<file path="config.mk">
export PLATFORM = sky130hd
export DESIGN_NAME = systolic_feeder
export DESIGN_NICKNAME = d
export VERILOG_FILES = /design/src/rtl/common_pkg.sv /design/src/rtl/sync_fifo.sv /design/src/rtl/systolic_feeder.sv
export SDC_FILE = /design/constraint.sdc
export NUM_CORES = 1
export LEC_CHECK = 0
export ABC_AREA = 1
export CAP_MARGIN = 20
export CORE_MARGIN = 2
export CORE_UTILIZATION = 45
export DETAILED_ROUTE_END_ITERATION = 12
export GPL_ROUTABILITY_DRIVEN = 0
export PLACE_DENSITY = 0.74
export SETUP_SLACK_MARGIN = 0.15
export SLEW_MARGIN = 20
export SYNTH_ARGS = -nofsm -noshare
export SYNTH_HDL_FRONTEND = slang
export SYNTH_HIERARCHICAL = 1
export SYNTH_SLANG_ARGS = --single-unit
</file>
<file path="constraint.sdc">
create_clock -name clk_i -period 4.5 [get_ports clk_i]
set_input_delay 0.9 -clock clk_i [delete_from_list [all_inputs] [get_ports clk_i]]
set_output_delay 0.9 -clock clk_i [all_outputs]
set_load 0.01 [all_outputs]
</file>
<file path="src/rtl/common_pkg.sv">
// Shared types for the systolic array datapath: element type, operand pair
// carried through the feeder FIFO, and the feeder FSM encoding.
package common_pkg;

  localparam int DATA_W               = 8;
  localparam int ARRAY_N              = 4;
  localparam int DRAIN_CYCLES_DEFAULT = 2 * ARRAY_N + 3;

  typedef logic signed [DATA_W-1:0] data_t;

  typedef enum logic {ISSUE, DRAIN} feeder_fsm_e;

  typedef struct packed {
    data_t [ARRAY_N-1:0] a;
    data_t [ARRAY_N-1:0] b;
  } operand_pair_t;

endpackage

</file>
<file path="src/rtl/sync_fifo.sv">
// Single-clock FIFO with registered pointers; an extra wrap bit on each
// pointer distinguishes full from empty. Storage is not reset.
module sync_fifo #(
  parameter int  DEPTH = 4,
  parameter type T     = logic
) (
  input  logic clk_i,
  input  logic rst_ni,
  input  logic push_i,
  input  T     data_i,
  input  logic pop_i,
  output T     data_o,
  output logic full_o,
  output logic empty_o
);

  localparam int AW = $clog2(DEPTH);

  logic [AW:0] wr_ptr;
  logic [AW:0] rd_ptr;
  T            mem [DEPTH];

  assign empty_o = (wr_ptr == rd_ptr);
  assign full_o  = (wr_ptr[AW] != rd_ptr[AW]) && (wr_ptr[AW-1:0] == rd_ptr[AW-1:0]);
  assign data_o  = mem[rd_ptr[AW-1:0]];

  always_ff @(posedge clk_i or negedge rst_ni) begin
    if (!rst_ni) begin
      wr_ptr <= '0;
      rd_ptr <= '0;
    end else begin
      if (push_i && !full_o) wr_ptr <= wr_ptr + (AW+1)'(1);
      if (pop_i && !empty_o) rd_ptr <= rd_ptr + (AW+1)'(1);
    end
  end

  always_ff @(posedge clk_i) begin
    if (push_i && !full_o) mem[wr_ptr[AW-1:0]] <= data_i;
  end

endmodule

</file>
<file path="src/rtl/systolic_feeder.sv">
// Operand-issue stage in front of the systolic array: buffers operand pairs,
// issues one beat per cycle with last on the K-th beat, then holds off a drain window.
module systolic_feeder
  import common_pkg::*;
#(
  parameter int SYS_ARRAY_SIZE = ARRAY_N,
  parameter int FIFO_DEPTH     = 4,
  parameter int K_W            = 8,
  parameter int DRAIN_CYCLES   = 2 * SYS_ARRAY_SIZE + 3
) (
  input  logic                         clk_i,
  input  logic                         rst_ni,
  input  logic [K_W-1:0]               k_len_i,
  input  logic                         in_valid_i,
  output logic                         in_ready_o,
  input  data_t [SYS_ARRAY_SIZE-1:0]   in_a_i,
  input  data_t [SYS_ARRAY_SIZE-1:0]   in_b_i,
  output logic                         en_o,
  output logic                         last_o,
  output data_t [SYS_ARRAY_SIZE-1:0]   a_o,
  output data_t [SYS_ARRAY_SIZE-1:0]   b_o,
  output logic                         busy_o,
  output logic                         tile_done_o
);

  localparam int DCW = $clog2(DRAIN_CYCLES + 1);

  function automatic logic [K_W-1:0] k_floor1(input logic [K_W-1:0] k);
    return (k == '0) ? K_W'(1) : k;
  endfunction

  feeder_fsm_e    state;
  logic [K_W-1:0] beat_cnt;
  logic [K_W-1:0] k_eff_q;
  logic [DCW-1:0] drain_cnt;

  operand_pair_t  push_data;
  operand_pair_t  head;
  logic           fifo_full;
  logic           fifo_empty;
  logic           push;
  logic           pop;
  logic [K_W-1:0] k_cur;
  logic           beat_last;

  assign push_data  = '{a: in_a_i, b: in_b_i};
  assign in_ready_o = !fifo_full;
  assign push       = in_valid_i && in_ready_o;
  assign pop        = (state == ISSUE) && !fifo_empty;
  // Tile length is only sampled on the first beat; later beats use the latched copy.
  assign k_cur      = (beat_cnt == '0) ? k_floor1(k_len_i) : k_eff_q;
  assign beat_last  = (beat_cnt == k_cur - K_W'(1));
  assign busy_o     = (beat_cnt != '0) || (state == DRAIN);

  sync_fifo #(
    .DEPTH (FIFO_DEPTH),
    .T     (operand_pair_t)
  ) u_fifo (
    .clk_i   (clk_i),
    .rst_ni  (rst_ni),
    .push_i  (push),
    .data_i  (push_data),
    .pop_i   (pop),
    .data_o  (head),
    .full_o  (fifo_full),
    .empty_o (fifo_empty)
  );

  // Output register stage: FIFO head -> array operand inputs
  always_ff @(posedge clk_i or negedge rst_ni) begin
    if (!rst_ni) begin
      state       <= ISSUE;
      beat_cnt    <= '0;
      k_eff_q     <= '0;
      drain_cnt   <= '0;
      en_o        <= 1'b0;
      last_o      <= 1'b0;
      a_o         <= '0;
      b_o         <= '0;
      tile_done_o <= 1'b0;
    end else begin
      en_o        <= 1'b0;
      last_o      <= 1'b0;
      a_o         <= '0;
      b_o         <= '0;
      tile_done_o <= 1'b0;
      case (state)
        ISSUE: begin
          if (pop) begin
            en_o   <= 1'b1;
            last_o <= beat_last;
            a_o    <= head.a;
            b_o    <= head.b;
            if (beat_cnt == '0) k_eff_q <= k_cur;
            if (beat_last) begin
              beat_cnt  <= '0;
              drain_cnt <= DCW'(DRAIN_CYCLES);
              state     <= DRAIN;
            end else begin
              beat_cnt <= beat_cnt + K_W'(1);
            end
          end
        end
        DRAIN: begin
          drain_cnt <= drain_cnt - DCW'(1);
          if (drain_cnt == DCW'(1)) begin
            tile_done_o <= 1'b1;
            state       <= ISSUE;
          end
        end
        default: state <= ISSUE;
      endcase
    end
  end

endmodule

</file>
==> summary.md, run 1 <==
| Metric | Value |
|---|---|
| Status | `complete, no violations` |
| Synthesized area per cell | `12.1 sq um` |
| Residual DRC | `0` |
| Pre-antenna DRT Iters | `5` |
| Commonest non-fill, non-tap cell in the layout | `edfxtp_1` |
| Seq/Total Area, Yosys | `73.0%` |
| RSZ-0062 raised after global routing | `no` |
| Synthesis warning total | `6` |
| Netlist cell types | `33` |
| Worst skew pair latency | `0.52 ns` |
| Tot Pwr | `12.2 mW` |
| Routed WL per cell | `17.3 um` |
| Vias in the first global route | `8971` |
| Resize count post-CTS | `0` |
| FP Rows | `63` |
| Post-Layout Cell Count | `1695` |
| CP required | `3.60 ns` |
| Crit start category | `register` |
| Die area | `32000 sq um` |
| Met3 routed WL | `1990 um` |
| Initial antenna violation count | `1` |
| ANT cells | `0` |
| DRT Wirelength | `29300 um` |
| Yosys reg bits | `350` |
| Final ANT Viol Nets | `0` |
| P&R area growth vs syn | `21.6%` |
| Via-to-Cell Ratio | `5.16` |
| Met1 Wirelength | `12600 um` |
| Finish-stage setup viols | `0` |
| Most frequent cells in the layout | `256 x edfxtp_1, 215 x nor2_1, 142 x clkdlybuf4s50_1` |
| CTS root buf | `clkbuf_16` |
| Final setup TNS | `0 ns` |
| CTS sink cnt | `350` |
| Syn Inst Count | `1137` |
| Tot GR Track Use | `18.8%` |
| Metal2 WL | `13900 um` |
| Die X | `179 um` |
| Starting Density | `46.0%` |
| Crit path DAT | `2.84 ns` |
| Final Hold Vio Count | `0` |
| Largest net degree at the start of global routing | `80` |
| CP Capture Type | `primary output` |
| Critical Path Fanout Max | `63` |
| Vias post-DR | `8739` |
| Max Root-Sink Buffers | `3` |
| HPWL after DPL | `16700 um` |
| Tcrit/Tclk final | `83.1%` |
| Min Tclk post-route | `3.74 ns` |
| Overflow after GRT | `0` |
| Net Count, Synth | `1222` |
| DRT iter0 DRCs | `654` |
| FMAX | `268 MHz` |
| CTS tree | `done` |
| Cell count after placement | `1630` |
| Core footprint | `29900 sq um` |
| Setup Skew | `0.0156 ns` |
| Ports | `144` |
| Net count, final | `1363` |
| H-tree depth | `2` |
| Slew Limit Fails | `0` |
| Hold Path Class | `register to register` |
| Static leakage | `6.49 nW` |
| Max-Cap Viols | `0` |
| PortBufs | `143` |
| Post-CTS Setup Bufs | `0` |
| Maximum VDD drop | `431 uV` |
| Max layer used | `met5` |
| Min Hold Slack | `0.488 ns` |
| Synth Cell Area | `13700 sq um` |
| Die Y | `179 um` |
| Max-slew headroom | `39.6%` |
| Pwr dens | `728 nW/um^2` |
| Global-route wire length before repair | `46700 um` |
| Slew @ Worst Pin | `0.906 ns` |
| Core Util, Final | `56.0%` |
| CTS buffer count | `36` |
| Share of cells above drive strength 1 | `8.05%` |
| WS Path Type | `register to primary output` |
| Cts hold-fix bufs | `0` |
| Worst-path clk slew | `0.06 ns` |
flip-flops by register name, indices dropped and copies added, names as in the netlist, 3 cells and up:
signal,cells
a_o,32
b_o,32
beat_cnt,8
drain_cnt,4
k_eff_q,8
u_fifo/mem,256
u_fifo/rd_ptr,3
u_fifo/wr_ptr,3
routing by layer:
layer	vias to the layer above	global-route usage (%)
met3	53	4.13
met2	304	30.7
met5	-	0
li1	4155	-
met1	4225	24.9
met4	2	6.57
power by group:
part / total, mW / internal, mW / switching [mW] / leakage, nW
Combinational: 4.27 / 1.57 / 2.69 / 2.42
Sequential: 4.91 / 4.51 / 0.405 / 3.47
Clock: 3.00 / 1.80 / 1.20 / 0.591
Total: 12.2 / 7.88 / 4.30 / 6.49
worst max-delay path, stage by stage (launching register included):
cell,delay [ns]
dfrtp_4,0.83
inv_4,0.38
nand2_1,0.16
nand2_2,0.07
nand3_2,0.14
inv_1,0.07
inv_1,0.10
clkdlybuf4s50_1,0.55
layout make-up:
class	count	area [sq um]
tap	390	488
clock buffer	47	993
multi-input combinational	617	2970
timing repair buffer	154	1560
sequential	350	10000
clock inverter	18	208
fill	2377	13200
inverter	119	450
Yosys cell counts:
cell,number,area [sq um]
nor3_1,2,10.0
edfxtp_1,256,7690
nor2_2,4,25.0
nor2_4,4,45.0
inv_4,1,6.26
nand4_4,1,21.3
nor2_1,218,818
ha_1,10,125
nand3_2,4,40.0
xor2_1,6,52.6
dfrtp_1,94,2350
o21bai_1,1,7.51
clkbuf_2,1,5.00
nand4_1,1,6.26
o21ai_0,95,475
nand3b_1,1,7.51
a21oi_1,1,5.00
buf_6,12,135
nand2_2,10,62.6
buf_1,1,3.75
clkinv_1,2,7.51
inv_1,112,420
nor4_1,2,12.5
xnor2_1,2,17.5
clkbuf_1,29,109
o21ai_1,46,230
nand2_1,113,424
nand3_1,29,145
o22ai_1,64,400
buf_4,7,52.6
inv_2,4,15.0
or2_2,3,18.8
buf_2,1,5.00
stage by stage:
stage / area (sq um) / setup slack (ns)
floorplan: 13700 / 0.0974
global placement: 15500 / 1.16
detailed placement: 15500 / 1.06
CTS: 16700 / 0.714
global route: 16700 / 0.569
finish: 16700 / 0.762
worst paths after layout:
| check | cells past startpoint | slack [ns] | start | endpoint |
|---|---|---|---|---|
| hold reg to reg | 2 | 0.49 | k_eff_q[7]$_DFFE_PN0P_ | k_eff_q[7]$_DFFE_PN0P_ |
| setup reg to reg | 13 | 1.06 | u_fifo/rd_ptr[0]$_DFFE_PN0P_ | beat_cnt[7]$_DFFE_PN0P_ |
| setup / recovery | 7 | 0.76 | u_fifo/rd_ptr[0]$_DFFE_PN0P_ | in_ready_o |
| hold / removal | 2 | 0.49 | k_eff_q[7]$_DFFE_PN0P_ | k_eff_q[7]$_DFFE_PN0P_ |
| max in group asynchronous | 2 | 3.10 | rst_ni | u_fifo/rd_ptr[1]$_DFFE_PN0P_ |
| min in group asynchronous | 1 | 0.51 | rst_ni | k_eff_q[2]$_DFFE_PN0P_ |
kinds of logic after synthesis:
family | after synthesis | synth area share, %
AO/OA/AOI/OAI | 207 | 8.14
flip-flops | 350 | 73.0
XOR/XNOR | 8 | 0.510
adder cells (fa/ha/maj) | 10 | 0.910
AND/OR/NAND/NOR | 392 | 11.9
buffers and inverters | 170 | 5.52
No activity file was read; power rests on OpenSTA's default activity.
==> run 2: changes to the inputs <==
==> constraint.sdc (replaced) <==
create_clock -name clk_i -period 3 [get_ports clk_i]
set_input_delay 0.6 -clock clk_i [delete_from_list [all_inputs] [get_ports clk_i]]
set_output_delay 0.6 -clock clk_i [all_outputs]
set_load 0.01 [all_outputs]
==> summary.md, run 2 (synthesis gave the netlist of run 1 again) <==
| Metric | Value |
|---|---|
| Status | `complete, no violations` |
| HPWL after DPL | `17100 um (+2.7%)` |
| Net count, final | `1385 (+1.6%)` |
| Largest net degree at the start of global routing | `89 (+11%)` |
| Min Hold Slack | `0.0808 ns (-0.408 ns)` |
| DRT iter0 DRCs | `628 (-4.0%)` |
| Max reg flops | `256 (unchanged)` |
| Finish-stage setup viols | `0 (unchanged)` |
| Final Hold Vio Count | `0 (unchanged)` |
| Core footprint | `29900 sq um (unchanged)` |
| FMAX | `364 MHz` |
| Fillcell total | `2352 (-1.1%)` |
| Maximum VDD drop | `707 uV (+64%)` |
| Pint | `12.0 mW (+53%)` |
| Crit start category | `register` |
| Routed WL per cell | `16.8 um (-2.6%)` |
| Die area | `32000 sq um (unchanged)` |
| Gate power share | `35.6% (+0.6 points)` |
| Via-to-Cell Ratio | `5.12 (-0.79%)` |
| Global-route wire length before repair | `45800 um (-1.9%)` |
| Final setup TNS | `0 ns (unchanged)` |
| Share of cells above drive strength 1 | `9.79% (+1.7 points)` |
| Final ANT Viol Nets | `0 (unchanged)` |
| CP required | `2.40 ns (-1.20 ns)` |
| Reg power frac | `39.6% (-0.7 points)` |
| Critical Path Fanout Max | `7 (-89%)` |
| ANT cells | `0 (unchanged)` |
| Max-slew headroom | `38.3% (-1.3 points)` |
| Most frequent cells in the layout | `256 x edfxtp_1, 215 x nor2_1, 142 x clkdlybuf4s50_1` |
| Overflow after GRT | `0 (unchanged)` |
| Pre-antenna DRT Iters | `5 (unchanged)` |
| Critical path origin | `beat_cnt[0]$_DFFE_PN0P_` |
| CTS buffer count | `37 (+2.8%)` |
| Commonest non-fill, non-tap cell in the layout | `edfxtp_1` |
| Clock share of power | `24.7% (about the same)` |
| FF-to-FF Start | `beat_cnt[0]$_DFFE_PN0P_` |
| CP Capture Type | `primary output` |
| Worst skew pair latency | `0.51 ns (about the same)` |
| RSZ-0062 raised after global routing | `yes` |
| Ports | `144 (unchanged)` |
| Max-Cap Viols | `0 (unchanged)` |
| FP Rows | `63 (unchanged)` |
| H-tree depth | `2 (unchanged)` |
| Vias post-DR | `8788 (+0.56%)` |
| Slew Limit Fails | `0 (unchanged)` |
| Core Util, Final | `56.7% (+0.72 points)` |
| Worst-path clk slew | `0.06 ns (about the same)` |
| Crit path DAT | `2.15 ns (-0.69 ns)` |
| Max Root-Sink Buffers | `3 (unchanged)` |
| WS Path Type | `register to primary output` |
| Pwr dens | `1080 nW/um^2 (+49%)` |
| Static leakage | `6.59 nW (+1.6%)` |
| PortBufs | `143 (unchanged)` |
| CTS root buf | `clkbuf_16` |
| Residual DRC | `0 (unchanged)` |
| Vias in the first global route | `8906 (-0.72%)` |
| Die Y | `179 um (unchanged)` |
| Post-Layout Cell Count | `1718 (+1.4%)` |
| Die X | `179 um (unchanged)` |
| Switch Pwr | `6.35 mW (+48%)` |
| Tot GR Track Use | `18.5% (-0.31 points)` |
| Initial antenna violation count | `3 (+2)` |
| Tcrit/Tclk final | `91.5%` |
| Min Tclk post-route | `2.75 ns` |
| Setup Skew | `0.0214 ns (+0.00582 ns)` |
| Switching Share | `34.6% (-0.70 points)` |
| CTS tree | `done` |
| DRT Wirelength | `28900 um (-1.3%)` |
| Cell count after placement | `1645 (+0.92%)` |
| Hold Path Class | `input pin to asynchronous set/reset pin` |
| P&R area growth vs syn | `23.2%` |
| CTS sink cnt | `350 (unchanged)` |
| Starting Density | `46.0% (unchanged)` |
| Slew @ Worst Pin | `0.925 ns (+0.0192 ns)` |
==> run 2: cell types whose count changed in the layout (fill, tap and decap cells not counted), moves of 2 or more <==
cell,delta
buf_4,+20
clkbuf_1,+2
clkinvlp_4,+2
inv_1,-2
inv_2,+2
inv_6,-2
==> run 2: per-layer routing <==
layer  wire [um]  share of wire [%]  global-route usage [%]  vias to the layer above
met1       12000                 42                    23.3                     4297
met3        1800                6.2                    4.20                       52
met2       14500                 50                    31.5                      239
met4         601                2.1                    6.37                        4
met5          23              0.080                       0                        -
li1            -                  -                       -                     4196
==> run 2: metrics by stage <==
| stage | worst slack (ns) | area, sq um | power (mW) |
|---|---|---|---|
| 6_report | 0.254 | 16900 | 18.4 |
| 2_1_floorplan | -0.315 | 13800 | 11.4 |
| 3_5_place_dp | 0.0400 | 15600 | 13.9 |
| 5_1_grt | 0.111 | 16900 | 19.6 |
| 4_1_cts | 0.183 | 16900 | 18.5 |
| 3_3_place_gp | 0.109 | 15600 | 13.7 |
==> run 2: final timing paths <==
check                      cells past startpoint                 endpoint  slack [ns]
max in group asynchronous                      2        a_o[24]$_DFF_PN0_        2.22
setup / recovery                               7                   busy_o        0.25
hold reg to reg                                2   k_eff_q[7]$_DFFE_PN0P_        0.49
hold / removal                                 1   k_eff_q[3]$_DFFE_PN0P_        0.08
min in group clk_i                             2   k_eff_q[7]$_DFFE_PN0P_        0.49
setup reg to reg                              17  beat_cnt[6]$_DFFE_PN0P_        0.37
==> run 2: area by class of cell <==
cell class	count	area, sq um	share of cell area [%]
clock buffers	49	1000	5.91
clock inverters	18	224	1.32
inverters	119	463	2.73
multi-input cells	617	2980	17.6
flip-flops and latches	350	10000	59.3
well taps	390	488	2.88
repair buffers	175	1730	10.2
==> run 2: worst max-delay path, stage by stage (launching register included) <==
cell and delay (ns):
dfrtp_1 0.40, inv_2 0.10, ha_1 0.19, nand3_2 0.11, nor2_4 0.18, buf_4 0.15, nand2_1 0.05, clkdlybuf4s50_1 0.48
==> run 2: power groups by stage <==
stage               logic, mW  registers [mW]  clock network [mW]
finish                   6.55            7.28                4.55
global route             7.35            7.40                4.83
CTS                      6.58            7.28                4.64
detailed placement       6.52            7.36                   0
global placement         6.38            7.32                   0
floorplan                3.94            7.48                   0
==> run 2: timing repair <==
action,4_1_cts,5_1_grt
buffers inserted,0,6
setup endpoints to repair,1,16
gates resized for setup,2,5
hold endpoints to repair,0,0
pin swaps,0,3
hold buffers,0,0
